`src/rtl/mem_arbiter.sv`:
```
// mem_arbiter: shares one single-outstanding memory read port between an
// instruction fetch requester and a data requester. Data has priority; an
// aging counter forces the instruction side through after STARVE_LIMIT
// back-to-back data wins. Completions are routed back to the issuing side
// together with the address, and a watchdog aborts a read that never returns.
module mem_arbiter #(
  parameter int unsigned STARVE_LIMIT = 4,   // 1..15
  parameter int unsigned TIMEOUT      = 255  // 1..255
) (
  input  logic        clk,
  input  logic        rst_n,

  // Instruction requester
  input  logic        ireq,
  input  logic [15:0] iaddr,
  output logic        igrant,

  // Data requester
  input  logic        dreq,
  input  logic [15:0] daddr,
  output logic        dgrant,

  // Memory read port
  output logic        mem_re,
  output logic [15:0] mem_raddr,
  input  logic        mem_ready,
  input  logic [15:0] mem_rdata,

  // Instruction response
  output logic        iready,
  output logic [15:0] iaddr_out,
  output logic [15:0] idata,

  // Data response
  output logic        dready,
  output logic [15:0] daddr_out,
  output logic [15:0] ddata,

  // Sticky timeout flag
  output logic        err
);

  localparam logic [3:0] StarveLim = 4'(STARVE_LIMIT);
  // Last wait count value before the watchdog fires.
  localparam logic [7:0] LastCnt   = 8'(TIMEOUT - 1);

  typedef enum logic [0:0] {
    StIdle,
    StWait
  } state_e;

  state_e     state_q;
  logic [3:0] starve_q;
  logic [7:0] wait_cnt_q;
  logic       owner_q;  // 1: outstanding read belongs to the instruction side

  logic       any_req;
  logic       starved;
  logic       pick_instr;
  logic [3:0] starve_inc;
  logic       timeout_hit;

  // Winner selection and saturating aging increment for the current IDLE edge.
  always_comb begin
    any_req     = ireq | dreq;
    starved     = (starve_q >= StarveLim);
    pick_instr  = ireq & (~dreq | starved);
    starve_inc  = (starve_q == 4'hf) ? 4'hf : starve_q + 4'd1;
    timeout_hit = (wait_cnt_q == LastCnt);
  end

  // Arbiter FSM; every output is registered here.
  always_ff @(posedge clk) begin
    if (!rst_n) begin
      state_q    <= StIdle;
      starve_q   <= 4'd0;
      wait_cnt_q <= 8'd0;
      owner_q    <= 1'b0;
      igrant     <= 1'b0;
      dgrant     <= 1'b0;
      mem_re     <= 1'b0;
      mem_raddr  <= 16'h0000;
      iready     <= 1'b0;
      iaddr_out  <= 16'h0000;
      idata      <= 16'h0000;
      dready     <= 1'b0;
      daddr_out  <= 16'h0000;
      ddata      <= 16'h0000;
      err        <= 1'b0;
    end else begin
      // Grant, strobe and response outputs are single-cycle pulses.
      igrant <= 1'b0;
      dgrant <= 1'b0;
      mem_re <= 1'b0;
      iready <= 1'b0;
      dready <= 1'b0;

      case (state_q)
        StIdle: begin
          // Aging only accumulates while the instruction side is waiting.
          if (!ireq) begin
            starve_q <= 4'd0;
          end
          if (any_req) begin
            mem_re     <= 1'b1;
            wait_cnt_q <= 8'd0;
            owner_q    <= pick_instr;
            state_q    <= StWait;
            if (pick_instr) begin
              igrant    <= 1'b1;
              mem_raddr <= iaddr;
              starve_q  <= 4'd0;
            end else begin
              dgrant    <= 1'b1;
              mem_raddr <= daddr;
              if (ireq) begin
                starve_q <= starve_inc;
              end
            end
          end
        end

        StWait: begin
          // A completion on the same edge as the watchdog still counts.
          if (mem_ready) begin
            state_q <= StIdle;
            if (owner_q) begin
              iready    <= 1'b1;
              iaddr_out <= mem_raddr;
              idata     <= mem_rdata;
            end else begin
              dready    <= 1'b1;
              daddr_out <= mem_raddr;
              ddata     <= mem_rdata;
            end
          end else if (timeout_hit) begin
            err     <= 1'b1;
            state_q <= StIdle;
          end else begin
            wait_cnt_q <= wait_cnt_q + 8'd1;
          end
        end

        default: begin
          state_q <= StIdle;
        end
      endcase
    end
  end

endmodule

```
`config.mk`:
```
export PLATFORM = sky130hd
export DESIGN_NAME = mem_arbiter
export DESIGN_NICKNAME = d
export VERILOG_FILES = /design/src/rtl/mem_arbiter.sv
export SDC_FILE = /design/constraint.sdc
export NUM_CORES = 1
export LEC_CHECK = 0
export ABC_AREA = 1
export CORE_ASPECT_RATIO = 1.25
export CORE_UTILIZATION = 40
export DETAILED_ROUTE_END_ITERATION = 16
export PLACE_DENSITY = 0.76
export SETUP_SLACK_MARGIN = 0.15
export SKIP_CTS_REPAIR_TIMING = 1
export SLEW_MARGIN = 15
export SYNTH_ARGS = -nofsm -noshare
export SYNTH_HDL_FRONTEND = slang
export SYNTH_SLANG_ARGS = --single-unit
```
`constraint.sdc`:
```
create_clock -name clk -period 1.5 [get_ports clk]
set_clock_uncertainty 0.2 [all_clocks]
set_input_delay 0.225 -clock clk [delete_from_list [all_inputs] [get_ports clk]]
set_output_delay 0.225 -clock clk [all_outputs]
set_load 0.005 [all_outputs]
```
==> results.rst <==
.. list-table::
   :header-rows: 1

   * - Metric
     - Value
   * - Result of the run
     - finished with violations
   * - Failing checks
     - negative setup slack
   * - Data arrival time at the worst-slack endpoint
     - 1.67 ns
   * - Reg-to-reg critical path endpoint
     - wait_cnt_q[4]$_SDFFE_PN0P_
   * - Number of global-route vias before repair
     - 3432
   * - Flop-to-flop setup slack
     - -0.07 ns
   * - Share of the synthesized area in the top cell type
     - 0.540
   * - Top post-synthesis cells by area
     - sky130_fd_sc_hd__dfxtp_1, sky130_fd_sc_hd__nor2_1, sky130_fd_sc_hd__o21ai_0, sky130_fd_sc_hd__nand2_1, sky130_fd_sc_hd__a21oi_1
   * - Number of sinks handled by clock tree synthesis
     - 100
   * - Distinct cell type count of the synthesized netlist
     - 27
   * - Number of inserted diodes
     - 0
   * - Aggregate routed wire length
     - 12.7 mm
   * - Reg clk slew, reported paths
     - 0.10 ns
   * - Wire length per cell
     - between 15 and 20 um
   * - Worst Path Class, Setup
     - reg -> reg
   * - TritonCTS clock tree
     - built
   * - Hold Worst Slack
     - 0.0206 ns
   * - Proportion of total power due to net switching
     - 0.280
   * - Count of max-cap constraint violations
     - 0
   * - Total met2 wirelength after detailed routing
     - 6.57 mm
   * - Max-slew headroom
     - 0.770
   * - Count of mapped cells out of synthesis
     - 479
   * - Placed instance count
     - 743
   * - Startpoint class of the critical path
     - flip-flop
   * - Critical path required time
     - 1.60 ns
   * - Core footprint
     - 8840 sq um
   * - Total number of yosys warnings
     - 0
   * - First element of the critical path
     - wait_cnt_q[0]$_SDFFE_PN0P_
   * - Clock root buffer
     - sky130_fd_sc_hd__clkbuf_8
   * - Setup Viol. Count Final
     - 7
   * - Synth-to-Final Area Change
     - 77.4%
   * - Pleak
     - 4.09 nW
   * - P per Cell Area
     - 830 nW/um^2
   * - Number of DRC violations after detailed routing
     - 0
   * - Non-filler instance count after layout
     - 775
   * - Pin count of the biggest net entering global routing
     - 43
   * - Pint
     - 0.00393 W
   * - Count of final hold-check violations
     - 0
   * - Transition time at the pin with the least slew margin
     - between 0.3 and 0.4 ns
   * - Logic depth of the worst register-to-register path
     - 8
   * - Pins over their slew limit
     - 0
   * - Top cell type by total area after synthesis
     - sky130_fd_sc_hd__dfxtp_1
   * - Sum of overflow across all layers after global routing
     - 0
   * - Most common library cells after synthesis
     - sky130_fd_sc_hd__dfxtp_1, sky130_fd_sc_hd__nor2_1, sky130_fd_sc_hd__nand2_1, sky130_fd_sc_hd__o21ai_0, sky130_fd_sc_hd__a21oi_1
   * - Proportion of layout cells with a drive suffix above 1
     - 0.328
   * - Number of antenna violations at the first check in global routing
     - 0
   * - Syn Nets
     - 535
   * - Synth Area per Inst
     - 7.74 sq um
   * - Post-synthesis sequential element count
     - 100
   * - Wire length on met3
     - approximately 710 um
   * - Buffers from clock root to sink, at most
     - 2
   * - Vias per inst
     - 5.03
   * - Type of the tightest min-delay check
     - in -> reg
   * - Most used standard cell by instance count after synthesis
     - sky130_fd_sc_hd__dfxtp_1
   * - Die span in y
     - between 100 and 150 um
   * - First-pass iteration count of the detailed router
     - 4
   * - Final worst-path cycle share
     - 1.04
   * - Fmax
     - 638 MHz
   * - Reg power frac
     - 0.528
   * - Switch Pwr
     - 0.00153 W
   * - Post-route cell area
     - between 6000 and 7000 sq um
   * - Number of nets in the layout
     - between 700 and 800
   * - Combinational fraction of design power
     - 0.181
   * - Routability congestion estimate
     - 0.872
   * - Top layer used by detailed routing
     - met4
   * - Total number of vias
     - 3898
   * - Clock latency at the later pin of the worst-skew pair
     - 0.36 ns
   * - Placement row count
     - 38
   * - Kind of end point of the critical path
     - flip-flop
   * - I/O pin count
     - between 100 and 150
   * - Half-perimeter wire length of the detailed placement result
     - 7.32 mm
   * - Number of port buffers
     - 138
   * - VDD IR max
     - just under 0.6 mV
   * - Aggregate global-route resource usage
     - 0.214
   * - Clock network power share
     - 0.292
   * - CTS buffer count
     - 9
   * - Share of synthesized registers carrying an async set or reset
     - 0
   * - Post-route setup slack
     - -0.0669 ns
   * - Time the final worst path needs with I/O delays and setup
     - 1.57 ns
   * - Capture point of the critical path
     - wait_cnt_q[4]$_SDFFE_PN0P_
   * - Number of flops mapped to enable cells by yosys
     - 0
   * - Instance area at placement
     - 5430 sq um
   * - RSZ-0062 raised after global routing
     - yes
   * - Most frequently used flop master after synthesis
     - sky130_fd_sc_hd__dfxtp_1
   * - H-tree depth
     - 3
   * - Launching point of the worst reg2reg path
     - wait_cnt_q[0]$_SDFFE_PN0P_
   * - Overall die area
     - 9660 sq um
   * - Total routed wire length on the met1 layer
     - 4.84 mm
   * - Starting density of the core
     - 0.419
   * - Antenna-violating nets left
     - 0
   * - Largest fanout on the critical path
     - 3
   * - Final standard cell utilization of the core
     - 0.744
   * - Accumulated negative setup slack
     - -0.331 ns
   * - Die Span X
     - about 88 um
   * - Cell area after synthesis
     - about 3700 sq um
   * - Sequential-to-total area share from yosys stat
     - 0.540
   * - Number of design-rule violations left by the first detailed-router iteration
     - 230
   * - Global-route wire length before repair
     - between 15 and 20 mm
## power by group through the flow
stage | logic, W | registers (W) | clock network [W]
5_1_grt | 0.00105 | 0.00289 | 0.00173
2_1_floorplan | 0.000269 | 0.00293 | 0
4_1_cts | 0.000793 | 0.00287 | 0.00161
6_report | 0.000987 | 0.00288 | 0.00159
3_5_place_dp | 0.000789 | 0.00293 | 0
3_3_place_gp | 0.000772 | 0.00292 | 0
## cells by family (layout without fill, tap and decap cells)
kind of cell / Yosys count / count (layout) / share of synthesized area
buf+inv: 68 / 243 / 0.0793
flops: 100 / 100 / 0.540
simple gates: 193 / 194 / 0.214
fa+ha+maj: 3 / 3 / 0.0101
compound gates: 115 / 115 / 0.157
## sequential cells by signal (all words and copies together) (netlist names)
| signal | flops |
|---|---|
| daddr_out | 16 |
| ddata | 16 |
| iaddr_out | 16 |
| idata | 16 |
| mem_raddr | 16 |
| wait_cnt_q | 8 |
| starve_q | 4 |
| dgrant | 1 |
| dready | 1 |
| err | 1 |
| igrant | 1 |
| iready | 1 |
| mem_re | 1 |
| owner_q | 1 |
| state_q | 1 |
## layout by cell type, fill, tap and decap left out, drive strengths merged
| master | n |
|---|---|
| clkinv | 4 |
| nor2 | 87 |
| buf | 45 |
| nand3 | 24 |
| inv | 44 |
| or2 | 1 |
| ha | 3 |
| dlymetal6s2s | 89 |
| o21ai | 69 |
| a21oi | 45 |
| nor3 | 2 |
| o21a | 1 |
| dfxtp | 100 |
| clkinvlp | 1 |
| nand2 | 79 |
| nand4 | 1 |
| clkbuf | 12 |
| clkdlybuf4s50 | 48 |
## critical path: stages (launching register included)
cell	delay (ns)
sky130_fd_sc_hd__dfxtp_2	0.35
sky130_fd_sc_hd__buf_4	0.13
sky130_fd_sc_hd__ha_4	0.14
sky130_fd_sc_hd__inv_1	0.06
sky130_fd_sc_hd__o21ai_1	0.18
sky130_fd_sc_hd__nand2_1	0.12
sky130_fd_sc_hd__nor2_2	0.15
sky130_fd_sc_hd__nand2_4	0.06
sky130_fd_sc_hd__a21oi_2	0.12
## metal layers
metal | track usage | vias up
met3 | 0.0390 | 40
met4 | 0.115 | 0
met2 | 0.375 | 149
met5 | 0 | -
met1 | 0.244 | 1832
li1 | - | 1877
## how the worst min path moves through the flow
stage,start,end,depth (start not counted)
2_1_floorplan,daddr[0],mem_raddr[0]$_SDFFE_PN0P_,2
3_3_place_gp,idata[7]$_SDFFE_PN0P_,idata[7]$_SDFFE_PN0P_,2
3_5_place_dp,idata[0]$_SDFFE_PN0P_,idata[0]$_SDFFE_PN0P_,2
4_1_cts,rst_n,owner_q$_SDFFE_PN0P_,3
5_1_grt,rst_n,owner_q$_SDFFE_PN0P_,3
6_report,rst_n,owner_q$_SDFFE_PN0P_,3
## stage by stage
stage | worst slack (ns) | power (W)
detailed placement | -0.437 | 0.00372
CTS | -0.251 | 0.00528
floorplan | 0.0441 | 0.00320
global route | -0.136 | 0.00568
finish | -0.0669 | 0.00546
global placement | -0.341 | 0.00370
## layout make-up
class	count	area [sq um]
Multi-Input combinational cell	312	1900
Timing Repair Buffer	185	2110
Clock buffer	9	124
Sequential cell	100	2080
Clock inverter	6	50.0
Fill cell	615	2270
Inverter	42	165
Timing Repair inverter	1	6.26
Tap cell	120	150
No activity file was read; power rests on OpenSTA's default activity.
